==> config.mk <==
export PLATFORM = sky130hd
export DESIGN_NAME = eth_pcs_block_lock
export DESIGN_NICKNAME = d
export VERILOG_FILES = /design/src/rtl/eth_pcs_block_lock.sv
export SDC_FILE = /design/constraint.sdc
export NUM_CORES = 1
export LEC_CHECK = 0
export CELL_PAD_IN_SITES_DETAIL_PLACEMENT = 2
export CELL_PAD_IN_SITES_GLOBAL_PLACEMENT = 2
export CORE_ASPECT_RATIO = 1.4
export CORE_UTILIZATION = 35
export DETAILED_ROUTE_END_ITERATION = 8
export GPL_TIMING_DRIVEN = 0
export PLACE_DENSITY = 0.81
export SETUP_SLACK_MARGIN = 0.4
export SYNTH_ARGS = -nofsm -noshare
export SYNTH_HDL_FRONTEND = slang
export SYNTH_SLANG_ARGS = --single-unit
==> constraint.sdc <==
create_clock -name i_clk -period 5.4 [get_ports i_clk]
set_clock_uncertainty 0.2 [all_clocks]
set_input_delay 1.35 -clock i_clk [delete_from_list [all_inputs] [get_ports i_clk]]
set_output_delay 1.35 -clock i_clk [all_outputs]
set_load 0.02 [all_outputs]
==> src/rtl/eth_pcs_block_lock.sv <==
// 10GBASE-R RX block-lock engine: sync-header checking, lock FSM and gearbox slip requests.
// Optional hi-BER monitor is compiled in with `define PCS_BLOCK_LOCK_HI_BER_EN.
module eth_pcs_block_lock #(
  parameter int SH_TH         = 64,
  parameter int SH_INVAL_TH   = 16,
  parameter int SLIP_HOLD     = 2,
  parameter int BER_TIMER_CYC = 19531,
  parameter int BER_TH        = 16
) (
  input  logic       i_clk,
  input  logic       i_rst,
  input  logic       i_sh_valid,
  input  logic [1:0] i_sync,
  output logic       o_slip,
  output logic       o_blk_lock,
  output logic       o_hi_ber
);

  localparam int SH_W   = $clog2(SH_TH + 1);
  localparam int INV_W  = $clog2(SH_INVAL_TH + 1);
  localparam int HOLD_W = (SLIP_HOLD > 0) ? $clog2(SLIP_HOLD + 1) : 1;

  typedef enum logic [1:0] {ST_LOCK_INIT, ST_TEST, ST_SLIP_HOLD} state_t;

  state_t              state_q, state_d;
  logic [SH_W-1:0]     sh_cnt_q, sh_cnt_d, sh_inc;
  logic [INV_W-1:0]    inval_cnt_q, inval_cnt_d, inval_inc;
  logic [HOLD_W-1:0]   hold_cnt_q, hold_cnt_d;
  logic                lock_q, lock_d, slip_q, slip_d;
  logic                hdr_ok, test_ev, slip_ev, win_ev, hold_done;

  assign hdr_ok    = i_sync[1] ^ i_sync[0];
  assign sh_inc    = sh_cnt_q + 1'b1;
  assign inval_inc = inval_cnt_q + 1'b1;
  assign test_ev   = (state_q == ST_TEST) && i_sh_valid;
  // Loss of lock takes priority over a window completing on the same header.
  assign slip_ev   = test_ev && !hdr_ok && (!lock_q || (inval_inc == INV_W'(SH_INVAL_TH)));
  assign win_ev    = test_ev && !slip_ev && (sh_inc == SH_W'(SH_TH));
  assign hold_done = (hold_cnt_q <= HOLD_W'(1));

  always_ff @(posedge i_clk or posedge i_rst) begin
    if (i_rst) begin
      state_q     <= ST_LOCK_INIT;
      sh_cnt_q    <= '0;
      inval_cnt_q <= '0;
      hold_cnt_q  <= '0;
      lock_q      <= 1'b0;
      slip_q      <= 1'b0;
    end else begin
      state_q     <= state_d;
      sh_cnt_q    <= sh_cnt_d;
      inval_cnt_q <= inval_cnt_d;
      hold_cnt_q  <= hold_cnt_d;
      lock_q      <= lock_d;
      slip_q      <= slip_d;
    end
  end

  always_comb begin
    state_d = state_q;
    case (state_q)
      ST_LOCK_INIT: state_d = ST_TEST;
      ST_TEST:      if (slip_ev) state_d = ST_SLIP_HOLD;
      ST_SLIP_HOLD: if (i_sh_valid && hold_done) state_d = ST_TEST;
      default:      state_d = ST_LOCK_INIT;
    endcase
  end

  always_comb begin
    sh_cnt_d    = sh_cnt_q;
    inval_cnt_d = inval_cnt_q;
    hold_cnt_d  = hold_cnt_q;
    lock_d      = lock_q;
    slip_d      = 1'b0;
    case (state_q)
      ST_LOCK_INIT: begin
        sh_cnt_d    = '0;
        inval_cnt_d = '0;
        hold_cnt_d  = '0;
        lock_d      = 1'b0;
      end
      ST_TEST: begin
        if (slip_ev) begin
          slip_d      = 1'b1;
          lock_d      = 1'b0;
          sh_cnt_d    = '0;
          inval_cnt_d = '0;
          hold_cnt_d  = HOLD_W'(SLIP_HOLD);
        end else if (win_ev) begin
          lock_d      = 1'b1;
          sh_cnt_d    = '0;
          inval_cnt_d = '0;
        end else if (test_ev) begin
          sh_cnt_d = sh_inc;
          if (!hdr_ok) inval_cnt_d = inval_inc;
        end
      end
      ST_SLIP_HOLD: begin
        if (i_sh_valid && (hold_cnt_q != '0)) hold_cnt_d = hold_cnt_q - 1'b1;
      end
      default: begin
        sh_cnt_d    = '0;
        inval_cnt_d = '0;
        hold_cnt_d  = '0;
        lock_d      = 1'b0;
      end
    endcase
  end

  assign o_slip     = slip_q;
  assign o_blk_lock = lock_q;

`ifdef PCS_BLOCK_LOCK_HI_BER_EN
  localparam int BT_W = (BER_TIMER_CYC > 1) ? $clog2(BER_TIMER_CYC) : 1;
  localparam int BC_W = $clog2(BER_TH + 1);

  logic [BT_W-1:0] ber_tmr_q, ber_tmr_d;
  logic [BC_W-1:0] ber_cnt_q, ber_cnt_d, ber_nxt;
  logic            hi_ber_q, hi_ber_d, ber_expire, ber_hit;

  always_ff @(posedge i_clk or posedge i_rst) begin
    if (i_rst) begin
      ber_tmr_q <= '0;
      ber_cnt_q <= '0;
      hi_ber_q  <= 1'b0;
    end else begin
      ber_tmr_q <= ber_tmr_d;
      ber_cnt_q <= ber_cnt_d;
      hi_ber_q  <= hi_ber_d;
    end
  end

  // The invalid header arriving on the expiry cycle still belongs to the ending window.
  always_comb begin
    ber_expire = (ber_tmr_q == BT_W'(BER_TIMER_CYC - 1));
    ber_tmr_d  = ber_expire ? '0 : ber_tmr_q + 1'b1;
    ber_hit    = test_ev && !hdr_ok && lock_q;
    ber_nxt    = (ber_hit && (ber_cnt_q != BC_W'(BER_TH))) ? ber_cnt_q + 1'b1 : ber_cnt_q;
    hi_ber_d   = hi_ber_q;
    if (ber_nxt == BC_W'(BER_TH)) hi_ber_d = 1'b1;
    else if (ber_expire)          hi_ber_d = 1'b0;
    ber_cnt_d  = (ber_expire || (slip_ev && lock_q)) ? '0 : ber_nxt;
  end

  assign o_hi_ber = hi_ber_q;
`else
  assign o_hi_ber = 1'b0;
`endif

endmodule

==> summary.md, run 1 <==
| Metric | Value |
|---|---|
| Register Area | `450 µm²` |
| Std-Cell Rows | `25` |
| FF+latch count, synth | `18` |
| Hold Path Cell Cnt | `1` |
| CTS tree | `done` |
| Netlist cell types | `44` |
| First drt pass iteration count | `4` |
| Synth-to-Final Area Change | `13.1%` |
| Hold Startpoint | `inval_cnt_q[0]$_DFFE_PP0P_` |
| Main synth FF type | `dfrtp_1` |
| Iteration-0 DRC Markers | `19` |
| Crit Path Max Fanout | `4` |
| Worst slew pin tran | `0.728 ns` |
| Initial antenna violation count | `0` |
| Die height | `73.0 µm` |
| Run status | `complete, no violations` |
| Die width | `52.7 µm` |
| Hold_buf cts | `0` |
| Slowest stage cell, crit path | `a221oi_1` |
| RR Startpoint | `state_q[1]$_DFFE_PP0P_` |
| Max Freq | `308 MHz` |
| CTS Buffer Depth | `2` |
| Relative slew slack | `51.4%` |
| Wire length per cell | `18.6 µm` |
| Flop pwr share | `33.1%` |
| Gr usage total | `20.8%` |
| Worst setup EP type | `flop` |
| Syn Inst Count | `134` |
| MaxCap Viol Count | `0` |
| ANT cells | `0` |
| Routed vias | `1046` |
| Final worst-path cycle share | `60.2%` |
| RSZ-0062 raised after global routing | `no` |
| Reg2reg end | `inval_cnt_q[4]$_DFFE_PP0P_` |
| FF-to-FF setup slack | `2.88 ns` |
| Post-synth EDFFs | `0` |
| Final setup violation count | `0` |
| Mapped Area | `1260 µm²` |
| Clock network power share | `22.3%` |
| Cell Chain, Critical Path | `clkdlybuf4s50_1 -> xnor2_2 -> nand4_1 -> a221oi_1 -> a21oi_1 -> a31oi_1` |
| Vias in the first global route | `1218` |
| Resized Gates After CTS | `0` |
| Critical Path AT | `3.22 ns` |
| Critical path startpoint category | `primary input` |
| Fillers | `389` |
| Root Buffer | `clkbuf_8` |
| Ys Warns | `0` |
| Clk_lat worst skew | `0.26 ns` |
| First-pass GRT wire length | `5750 µm` |
| Hold crit path type | `flop to flop` |
| Pwr/cell area | `351 nW/µm²` |
| Psw | `201 µW` |
| CP peak stage delay | `0.60 ns` |
| R2R cell count | `7` |
| Sequential share of the synthesized area | `35.8%` |
| Initial Util | `36.9%` |
| Slew Limit Fails | `0` |
| Comb power frac | `44.6%` |
| Die ar. | `3840 µm²` |
| Clock Sink Count | `18` |
| Worst setup path start | `i_sync[0]` |
| Syn nets | `148` |
| Post-Route Setup TNS | `0 ns` |
| GP Congestion | `0.802` |
| Vias per inst | `5.68` |
| Core area | `3410 µm²` |
| Antenna Nets Post-Route | `0` |
| Clock transition at the registers of the reported paths | `0.07 ns` |
| I/O pin count | `8` |
| Multi-input gate area | `736 µm²` |
| DP Wirelength | `2610 µm` |
| Hold path endpoint | `inval_cnt_q[0]$_DFFE_PP0P_` |
| Syn Area/Cell | `9.39 µm²` |
| Postcts setup bufs | `0` |
| Port buffer count | `6` |
| Final hold vios | `0` |
| Global route overflow | `0` |
| P_leak | `0.000649 µW` |
| CTS buffer count | `3` |
| Placement Cell Area | `1370 µm²` |
| Max rail drop VDD | `0.188 mV` |
| H-tree Lvls | `1` |
| Final Instance Area | `1420 µm²` |
| Layout cells sized above 1 | `11.8%` |
| Post-synth ARST share | `100%` |
| Net Sw Frac | `40.1%` |
| Pin count of the biggest net entering global routing | `19` |
| Final nets | `159` |
| DRC | `0` |
| Required @ worst endpoint | `5.37 ns` |
| Tmin final | `3.25 ns` |
| Final Routed Wirelength | `3420 µm` |
| P_int | `299 µW` |
| Critical path class | `primary input to flop` |
[layout by cell type (no fill, tap or decap), drive strengths merged, types with 6 or more instances in the layout]
cell type / instances
dfrtp: 18
nand2: 13
inv: 11
ha: 9
a21oi: 8
o21ai: 8
nand3: 7
nor2: 7
clkdlybuf4s50: 6
mux2i: 6
clkbuf: 6
[metal layers]
metal / routed length, µm / GRT usage (%) / up-vias
li1: - / - / 493
met1: 1330 / 22.2 / 541
met2: 2040 / 39.9 / 10
met3: 34 / 2.50 / 2
met4: 23 / 7.89 / 0
met5: 0 / 0 / -
[worst max-delay path by stage]
stage,cells past startpoint,end
2_1_floorplan,5,state_q[1]$_DFFE_PP0P_
3_3_place_gp,6,inval_cnt_q[3]$_DFFE_PP0P_
3_5_place_dp,6,inval_cnt_q[4]$_DFFE_PP0P_
4_1_cts,6,inval_cnt_q[4]$_DFFE_PP0P_
5_1_grt,6,inval_cnt_q[4]$_DFFE_PP0P_
6_report,6,inval_cnt_q[4]$_DFFE_PP0P_
[registers in the layout, summed over array words and instances, names as in the netlist]
name and count:
sh_cnt_q 7, inval_cnt_q 5, hold_cnt_q 2, state_q 2, o_blk_lock 1, o_slip 1
[power groups by stage]
stage / Sequential [µW] / Clock [µW] / Combinational [µW]
6_report: 165 / 112 / 223
3_5_place_dp: 168 / 0 / 224
3_3_place_gp: 166 / 0 / 209
5_1_grt: 168 / 121 / 247
4_1_cts: 166 / 116 / 227
2_1_floorplan: 165 / 0 / 161
[per-stage QoR]
step | utilization (%) | total power [µW] | setup slack (ns) | std cells | hold WS (ns)
finish | 41.8 | 500 | 2.15 | 184 | 0.306
global route | 41.8 | 537 | 1.98 | 184 | 0.341
CTS | 41.8 | 509 | 2.14 | 184 | 0.314
detailed placement | 40.1 | 392 | 1.88 | 180 | 0.305
global placement | 40.1 | 375 | 2.02 | 180 | 0.280
floorplan | - | 326 | 2.74 | 134 | 0.265
[cells by family (layout without fill, tap and decap cells)]
group / after synthesis / after routing / synth area share, %
other cells: 1 / 1 / 0.298
fa+ha+maj: 9 / 9 / 8.95
buf+inv: 16 / 26 / 5.77
mux: 8 / 8 / 7.85
compound gates: 35 / 35 / 19.7
xor+xnor: 2 / 2 / 2.59
simple gates: 45 / 45 / 19.1
flops: 18 / 18 / 35.8
[layout make-up]
type | count | area share [%]
tap | 40 | 3.51
sequential | 18 | 31.6
inverter | 11 | 2.90
clock buffer | 4 | 3.87
buffer | 5 | 2.20
timing repair buffer | 6 | 4.22
multi-input combinational | 100 | 51.7
[cells in the mapped netlist, types with 2 or more instances]
cell      count  area (µm²)
dfrtp_1      18         450
nand2_1      12        45.0
inv_1        11        41.3
ha_1          9         113
a21oi_1       7        35.0
nand3_1       7        35.0
nor2_1        7        26.3
and3_1        5        31.3
o21ai_0       5        25.0
a21o_1        4        30.0
a31oi_1       4        25.0
mux2i_1       4        40.0
nand2b_1      3        18.8
o21ai_1       3        15.0
a211oi_1      2        15.0
and2_1        2        12.5
clkbuf_1      2        7.51
nor2b_1       2        12.5
o211ai_1      2        15.0
[worst max-delay path, delay by kind of cell]
family,cells,cell delay (ns)
buffers and inverters,1,0.50
AO/OA/AOI/OAI,3,0.92
AND/OR/NAND/NOR,1,0.16
XOR/XNOR,1,0.28
Power figures use the tool's default switching activity.
==> run 2: changes to the inputs <==
--- a/config.mk
+++ b/config.mk
@@ -8,10 +8,10 @@
 export CELL_PAD_IN_SITES_DETAIL_PLACEMENT = 2
 export CELL_PAD_IN_SITES_GLOBAL_PLACEMENT = 2
 export CORE_ASPECT_RATIO = 1.4
-export CORE_UTILIZATION = 35
+export CORE_UTILIZATION = 33
 export DETAILED_ROUTE_END_ITERATION = 8
 export GPL_TIMING_DRIVEN = 0
-export PLACE_DENSITY = 0.81
+export PLACE_DENSITY = 0.8
 export SETUP_SLACK_MARGIN = 0.4
 export SYNTH_ARGS = -nofsm -noshare
 export SYNTH_HDL_FRONTEND = slang
==> constraint.sdc (replaced) <==
create_clock -name i_clk -period 2.9 [get_ports i_clk]
set_clock_uncertainty 0.2 [all_clocks]
set_input_delay 0.725 -clock i_clk [delete_from_list [all_inputs] [get_ports i_clk]]
set_output_delay 0.725 -clock i_clk [all_outputs]
set_load 0.02 [all_outputs]
==> run 2 against run 1 <==
  * First-iteration DRC count fell by 42%
  * Power rose by 86%
  * Combinational power rose by 87%
  * Die area rose by 5.9%
  * Design area rose by 2.7%
  * Worst setup slack got worse by 1.5 ns
  * Via count rose by 0.96%
  * Sequential power rose by 87%
  * Register-to-register slack got worse by 2.3 ns
  * Critical path depth rose by 1
  * Clock-buffer cell count did not move
  * Flip-flop and latch count did not move
  * Critical endpoint is now inval_cnt_q[3]$_DFFE_PP0P_
==> summary.md, run 2 (same netlist as run 1, synthesis figures left out) <==
| Metric | Value |
|---|---|
| H-tree Lvls | `1 (unchanged)` |
| Final Routed Wirelength | `3350 µm (was 3420 µm)` |
| Crit Path Max Fanout | `10 (was 4)` |
| CTS buffer count | `3 (unchanged)` |
| Initial antenna violation count | `0 (unchanged)` |
| Worst Setup Slack post-DPL | `-0.0579 ns (was 1.88 ns)` |
| Vias per inst | `5.62 (was 5.68)` |
| RSZ-0062 raised after global routing | `no (unchanged)` |
| Max Freq | `437 MHz` |
| Die ar. | `4070 µm² (was 3840 µm²)` |
| Commonest non-fill, non-tap cells in the layout | `dfrtp_1 (18), nand2_1 (12), inv_1 (11) (unchanged)` |
| Port buffer count | `6 (unchanged)` |
| Post-route setup slack | `0.612 ns (was 2.15 ns)` |
| Top reg by flops | `sh_cnt_q (unchanged)` |
| Die height | `75.1 µm (was 73.0 µm)` |
| I/O pin count | `8 (unchanged)` |
| Max rail drop VDD | `0.350 mV (was 0.188 mV)` |
| Pwr/cell area | `637 nW/µm² (was 351 nW/µm²)` |
| Register Area | `450 µm² (unchanged)` |
| Worst slew pin tran | `0.749 ns (was 0.728 ns)` |
| Vias in the first global route | `1191 (was 1218)` |
| Relative slew slack | `50.0% (was 51.4%)` |
| Global route overflow | `0 (unchanged)` |
| Largest regs | `sh_cnt_q: 7 flops, inval_cnt_q: 5 flops (unchanged)` |
| Required @ worst endpoint | `2.87 ns (was 5.37 ns)` |
| Hold Startpoint | `inval_cnt_q[0]$_DFFE_PP0P_ (unchanged)` |
| Core area | `3640 µm² (was 3410 µm²)` |
| Layout cells sized above 1 | `13.7% (was 11.8%)` |
| Synth-to-Final Area Change | `16.2% (was 13.1%)` |
| Final worst-path cycle share | `78.9%` |
| Run status | `complete, no violations (unchanged)` |
| Hold_buf cts | `0 (unchanged)` |
| Commonest non-fill, non-tap cell in the layout | `dfrtp_1 (unchanged)` |
| DRC | `0 (unchanged)` |
| First-pass GRT wire length | `5820 µm (was 5750 µm)` |
| Multi-input gate area | `753 µm² (was 736 µm²)` |
| Critical path class | `flop to flop (was primary input to flop)` |
| FF-to-FF setup slack | `0.61 ns (was 2.88 ns)` |
| Clk_lat worst skew | `0.25 ns (was 0.26 ns)` |
| Wire length per cell | `17.8 µm (was 18.6 µm)` |
| Clock transition at the registers of the reported paths | `0.07 ns (about the same)` |
| Hold crit path type | `flop to flop (unchanged)` |
| Number of flip-flops in the largest register | `7 (unchanged)` |
| CTS Buffer Depth | `2 (unchanged)` |
| Antenna Nets Post-Route | `0 (unchanged)` |
| Clock Sink Count | `18 (unchanged)` |
| DP Wirelength | `2520 µm (was 2610 µm)` |
| Critical Path AT | `2.25 ns (was 3.22 ns)` |
| First drt pass iteration count | `3 (was 4)` |
| Final hold vios | `0 (unchanged)` |
| Slew Limit Fails | `0 (unchanged)` |
| Worst setup path start | `state_q[1]$_DFFE_PP0P_ (was i_sync[0])` |
| Iteration-0 DRC Markers | `11 (was 19)` |
| GP Congestion | `0.831 (was 0.802)` |
| Post-Route Setup TNS | `0 ns (unchanged)` |
| RR Startpoint | `state_q[1]$_DFFE_PP0P_ (unchanged)` |
| Final nets | `161 (was 159)` |
| Final setup violation count | `0 (unchanged)` |
| Gr usage total | `20.0% (was 20.8%)` |
| P_leak | `0.000683 µW (was 0.000649 µW)` |
| Pin count of the biggest net entering global routing | `19 (unchanged)` |
| Tmin final | `2.29 ns` |
| Fillers | `416 (was 389)` |
| Root Buffer | `clkbuf_8 (unchanged)` |
| Routed vias | `1056 (was 1046)` |
| Initial Util | `34.5% (was 36.9%)` |
| ANT cells | `0 (unchanged)` |
| Die width | `54.2 µm (was 52.7 µm)` |
| Std-Cell Rows | `26 (was 25)` |
| CTS tree | `done (unchanged)` |
| Worst setup EP type | `flop (unchanged)` |
| Critical path startpoint category | `flop (was primary input)` |
| MaxCap Viol Count | `0 (unchanged)` |
[run 2: timing repair]
action                     4_1_cts  5_1_grt
setup endpoints to repair        5        9
resized for setup                2        3
pin swaps                        0        2
buffers inserted                 0        2
[run 2: worst paths after layout]
path,endpoint,cells after the start
max in group asynchronous,inval_cnt_q[2]$_DFFE_PP0P_,2
worst max register to register,inval_cnt_q[3]$_DFFE_PP0P_,7
min in group asynchronous,sh_cnt_q[2]$_DFFE_PP0P_,2
worst max-delay path,inval_cnt_q[3]$_DFFE_PP0P_,7
worst min-delay path,inval_cnt_q[0]$_DFFE_PP0P_,1
worst min register to register,inval_cnt_q[0]$_DFFE_PP0P_,1
[run 2: power by group]
part	internal [µW]	switching, µW	total [µW]
Clock	121	87.5	208
Combinational	157	259	416
Sequential	280	27.5	308
Total	558	374	932
[run 2: layout make-up]
| type | count | area share (%) |
|---|---|---|
| flip-flops and latches | 18 | 30.8 |
| inverters | 11 | 2.82 |
| clock buffers | 4 | 3.76 |
| multi-input cells | 100 | 51.5 |
| plain buffers | 5 | 2.14 |
| repair buffers | 8 | 5.39 |
| well taps | 42 | 3.59 |
[run 2: worst max-delay path, stage by stage (launching register included)]
cell and delay (ns):
dfrtp_1 0.42, inv_1 0.12, ha_1 0.20, clkbuf_1 0.37, nand4_1 0.27, a221oi_4 0.31
a21oi_1 0.13, a31oi_1 0.19
[run 2: stage by stage]
step	utilization [%]	power (µW)	instance area (µm²)	instances	hold slack, ns
detailed placement	37.6	729	1370	182	0.307
floorplan	-	607	1260	134	0.265
global placement	37.6	698	1370	182	0.282
finish	40.1	932	1460	188	0.314
CTS	39.3	942	1430	186	0.317
global route	40.1	1000	1460	188	0.342
[run 2: per-layer routing]
layer / track usage, % / part of all wire [%] / up-vias / routed length, µm
met1: 22.1 / 41 / 537 / 1360
met5: 0 / 0 / - / 0
li1: - / - / 502 / -
met3: 1.82 / 1.2 / 5 / 40
met2: 38.5 / 57 / 12 / 1900
met4: 6.27 / 1.3 / 0 / 45
==> run 3: changes to the inputs <==
--- a/config.mk
+++ b/config.mk
@@ -8,10 +8,10 @@
 export CELL_PAD_IN_SITES_DETAIL_PLACEMENT = 2
 export CELL_PAD_IN_SITES_GLOBAL_PLACEMENT = 2
 export CORE_ASPECT_RATIO = 1.4
-export CORE_UTILIZATION = 33
+export CORE_UTILIZATION = 35
 export DETAILED_ROUTE_END_ITERATION = 8
 export GPL_TIMING_DRIVEN = 0
-export PLACE_DENSITY = 0.8
+export PLACE_DENSITY = 0.81
 export SETUP_SLACK_MARGIN = 0.4
 export SYNTH_ARGS = -nofsm -noshare
 export SYNTH_HDL_FRONTEND = slang
==> constraint.sdc (replaced) <==
create_clock -name i_clk -period 2.4 [get_ports i_clk]
set_clock_uncertainty 0.2 [all_clocks]
set_input_delay 0.6 -clock i_clk [delete_from_list [all_inputs] [get_ports i_clk]]
set_output_delay 0.6 -clock i_clk [all_outputs]
set_load 0.02 [all_outputs]
==> run 3 against run 2 <==
  * Clock-buffer cell count did not move
  * Flip-flop and latch count did not move
  * Worst hold slack improved by 0.041 ns
  * Global-route usage rose by 3.4 points
  * Clock power rose by 25%
  * Register-to-register slack got worse by 0.31 ns
  * Wire length rose by 47%
  * Design area rose by 16%
  * Critical path depth rose by 2
  * Worst setup slack got worse by 0.31 ns
==> summary.md, run 3 (same netlist as run 1, synthesis figures left out) <==
| Metric | Value |
|---|---|
| P_leak | `0.000789 µW (was 0.000683 µW)` |
| WP depth | `9 (was 7)` |
| Final worst-path cycle share | `87.6% (was 78.9%)` |
| Clock Sink Count | `18 (unchanged)` |
| Number of flip-flops in the largest register | `7 (unchanged)` |
| Clock transition at the registers of the reported paths | `0.08 ns (was 0.07 ns)` |
| Clk_lat worst skew | `0.26 ns (was 0.25 ns)` |
| Pwr/cell area | `855 nW/µm² (was 637 nW/µm²)` |
| Hold Path Cell Cnt | `1 (unchanged)` |
| CTS Buffer Depth | `2 (unchanged)` |
| First-pass GRT wire length | `6330 µm (was 5820 µm)` |
| Final Instance Area | `1700 µm² (was 1460 µm²)` |
| Worst setup EP type | `flop (unchanged)` |
| Top reg by flops | `sh_cnt_q (unchanged)` |
| Initial Util | `36.9% (was 34.5%)` |
| Max Freq | `476 MHz (was 437 MHz)` |
| MaxCap Viol Count | `0 (unchanged)` |
| Commonest non-fill, non-tap cells in the layout | `buf_4 (19), dfrtp_1 (16), nand2_1 (10) (was dfrtp_1 (18), nand2_1 (12), inv_1 (11))` |
| DRC | `0 (unchanged)` |
| ANT cells | `0 (unchanged)` |
| Critical path startpoint category | `flop (unchanged)` |
| Largest regs | `sh_cnt_q: 7 flops, inval_cnt_q: 5 flops (unchanged)` |
| Run status | `complete, no violations (unchanged)` |
| Gr usage total | `23.4% (was 20.0%)` |
| Global route overflow | `0 (unchanged)` |
| Worst slew pin tran | `0.742 ns (was 0.749 ns)` |
| Required @ worst endpoint | `2.37 ns (was 2.87 ns)` |
| Cell Chain, Critical Path | `inv_2 -> ha_4 -> buf_6 -> nor2b_1 -> nand4_1 -> a221oi_4 -> buf_6 -> nor2_2 -> a21oi_1 (was inv_1 -> ha_1 -> clkbuf_1 -> nand4_1 -> a221oi_4 -> a21oi_1 -> a31oi_1)` |
| Layout cells sized above 1 | `35.4% (was 13.7%)` |
| Worst path bufs/invs | `3 (was 2)` |
| Vias in the first global route | `1237 (was 1191)` |
| Critical path class | `flop to flop (unchanged)` |
| Max rail drop VDD | `0.487 mV (was 0.350 mV)` |
| Top cell by count, worst path | `buf_6` |
| First drt pass iteration count | `4 (was 3)` |
| Final setup violation count | `0 (unchanged)` |
| Final Power | `1450 µW (was 932 µW)` |
| Pin count of the biggest net entering global routing | `19 (unchanged)` |
| GP Congestion | `0.802 (was 0.831)` |
| Final nets | `179 (was 161)` |
| Tmin final | `2.10 ns (was 2.29 ns)` |
| Wire length per cell | `24.1 µm (was 17.8 µm)` |
| Relative slew slack | `50.5% (was 50.0%)` |
| RSZ-0062 raised after global routing | `yes (was no)` |
| Final hold vios | `0 (unchanged)` |
| Kind of cell adding the most delay to the critical path | `compound AO/OA/AOI/OAI gates (unchanged)` |
| Root Buffer | `clkbuf_8 (unchanged)` |
| Die width | `52.7 µm (was 54.2 µm)` |
| Iteration-0 DRC Markers | `15 (was 11)` |
| Slew Limit Fails | `0 (unchanged)` |
| R2R cell count | `9 (was 7)` |
| Synth-to-Final Area Change | `35.2% (was 16.2%)` |
| Critical Path AT | `2.07 ns (was 2.25 ns)` |
| Vias per inst | `5.81 (was 5.62)` |
| CP peak stage delay | `0.41 ns (was 0.42 ns)` |
| Die height | `73.0 µm (was 75.1 µm)` |
| Placement Cell Area | `1370 µm² (about the same)` |
| H-tree Lvls | `1 (unchanged)` |
| Hold crit path type | `flop to flop (unchanged)` |
| Final Routed Wirelength | `4920 µm (was 3350 µm)` |
| Routed vias | `1186 (was 1056)` |
| Commonest non-fill, non-tap cell in the layout | `buf_4 (was dfrtp_1)` |
| CTS tree | `done (unchanged)` |
| Initial antenna violation count | `0 (unchanged)` |
| Slowest stage cell, crit path | `dfrtp_1 (unchanged)` |
| I/O pin count | `8 (unchanged)` |
| Core area | `3410 µm² (was 3640 µm²)` |
| Die ar. | `3840 µm² (was 4070 µm²)` |
| Antenna Nets Post-Route | `0 (unchanged)` |
| CTS buffer count | `3 (unchanged)` |
| Std-Cell Rows | `25 (was 26)` |
| Port buffer count | `6 (unchanged)` |
| DP Wirelength | `2610 µm (was 2520 µm)` |
| Crit Path Max Fanout | `8 (was 10)` |
| FF-to-FF setup slack | `0.30 ns (was 0.61 ns)` |
-- run 3: cell count changes in the layout (fill, tap and decap cells not counted), sizes merged --
cell and change:
buf +20, clkbuf -2, clkdlybuf4s15 +3, clkdlybuf4s50 -2, dlymetal6s2s -1
-- run 3: worst paths after layout --
| path | startpoint | to |
|---|---|---|
| max | state_q[0]$_DFFE_PP0P_ | inval_cnt_q[0]$_DFFE_PP0P_ |
| min | sh_cnt_q[2]$_DFFE_PP0P_ | sh_cnt_q[2]$_DFFE_PP0P_ |
| max reg2reg | state_q[0]$_DFFE_PP0P_ | inval_cnt_q[0]$_DFFE_PP0P_ |
| min reg2reg | sh_cnt_q[2]$_DFFE_PP0P_ | sh_cnt_q[2]$_DFFE_PP0P_ |
| max in group asynchronous | i_rst | sh_cnt_q[4]$_DFFE_PP0P_ |
| min in group asynchronous | i_rst | sh_cnt_q[2]$_DFFE_PP0P_ |
-- run 3: worst register-to-register path: stages, from the launching register on --
cell and delay [ns]:
dfrtp_1 0.41, inv_2 0.08, ha_4 0.16, buf_6 0.13, nor2b_1 0.14, nand4_1 0.20, a221oi_4 0.33, buf_6 0.16
nor2_2 0.04, a21oi_1 0.16
-- run 3: layout make-up --
class / count / area, µm²
clock buffer: 4 / 55.1
inverter: 11 / 43.8
buffer: 5 / 46.3
multi-input combinational: 100 / 831
tap: 40 / 50.0
timing repair buffer: 26 / 223
fill: 347 / 1710
sequential: 18 / 453
-- run 3: through the flow --
step           utilization (%)  instances  worst slack, ns  hold slack (ns)  TNS [ns]
2_1_floorplan                -        134            0.450            0.265         0
3_3_place_gp              40.1        180           -0.232            0.280     -1.90
3_5_place_dp              40.1        180           -0.373            0.305     -3.54
4_1_cts                   44.5        189            0.267            0.314         0
5_1_grt                   49.9        204            0.238            0.384         0
6_report                  49.9        204            0.297            0.355         0
-- run 3: routing by layer --
| layer | vias to the layer above | global-route usage [%] | wire length [µm] |
|---|---|---|---|
| li1 | 534 | - | - |
| met1 | 618 | 25.9 | 1920 |
| met2 | 24 | 43.2 | 2760 |
| met3 | 10 | 2.08 | 99 |
| met4 | 0 | 11.1 | 147 |
| met5 | - | 0 | 0 |
-- run 3: what timing repair did --
| item | CTS | global route |
|---|---|---|
| pin swaps | 3 | 5 |
| cloned | 0 | 1 |
| endpoints found under the setup margin | 18 | 15 |
| hold buffers | 0 | 0 |
| resized for setup | 22 | 26 |
| setup buffers | 5 | 14 |
-- run 3: report_power, final --
part | switching [µW] | internal [µW] | total (µW)
sequential | 40.4 | 340 | 381
combinational | 451 | 361 | 813
clock | 115 | 146 | 261
total | 607 | 848 | 1450
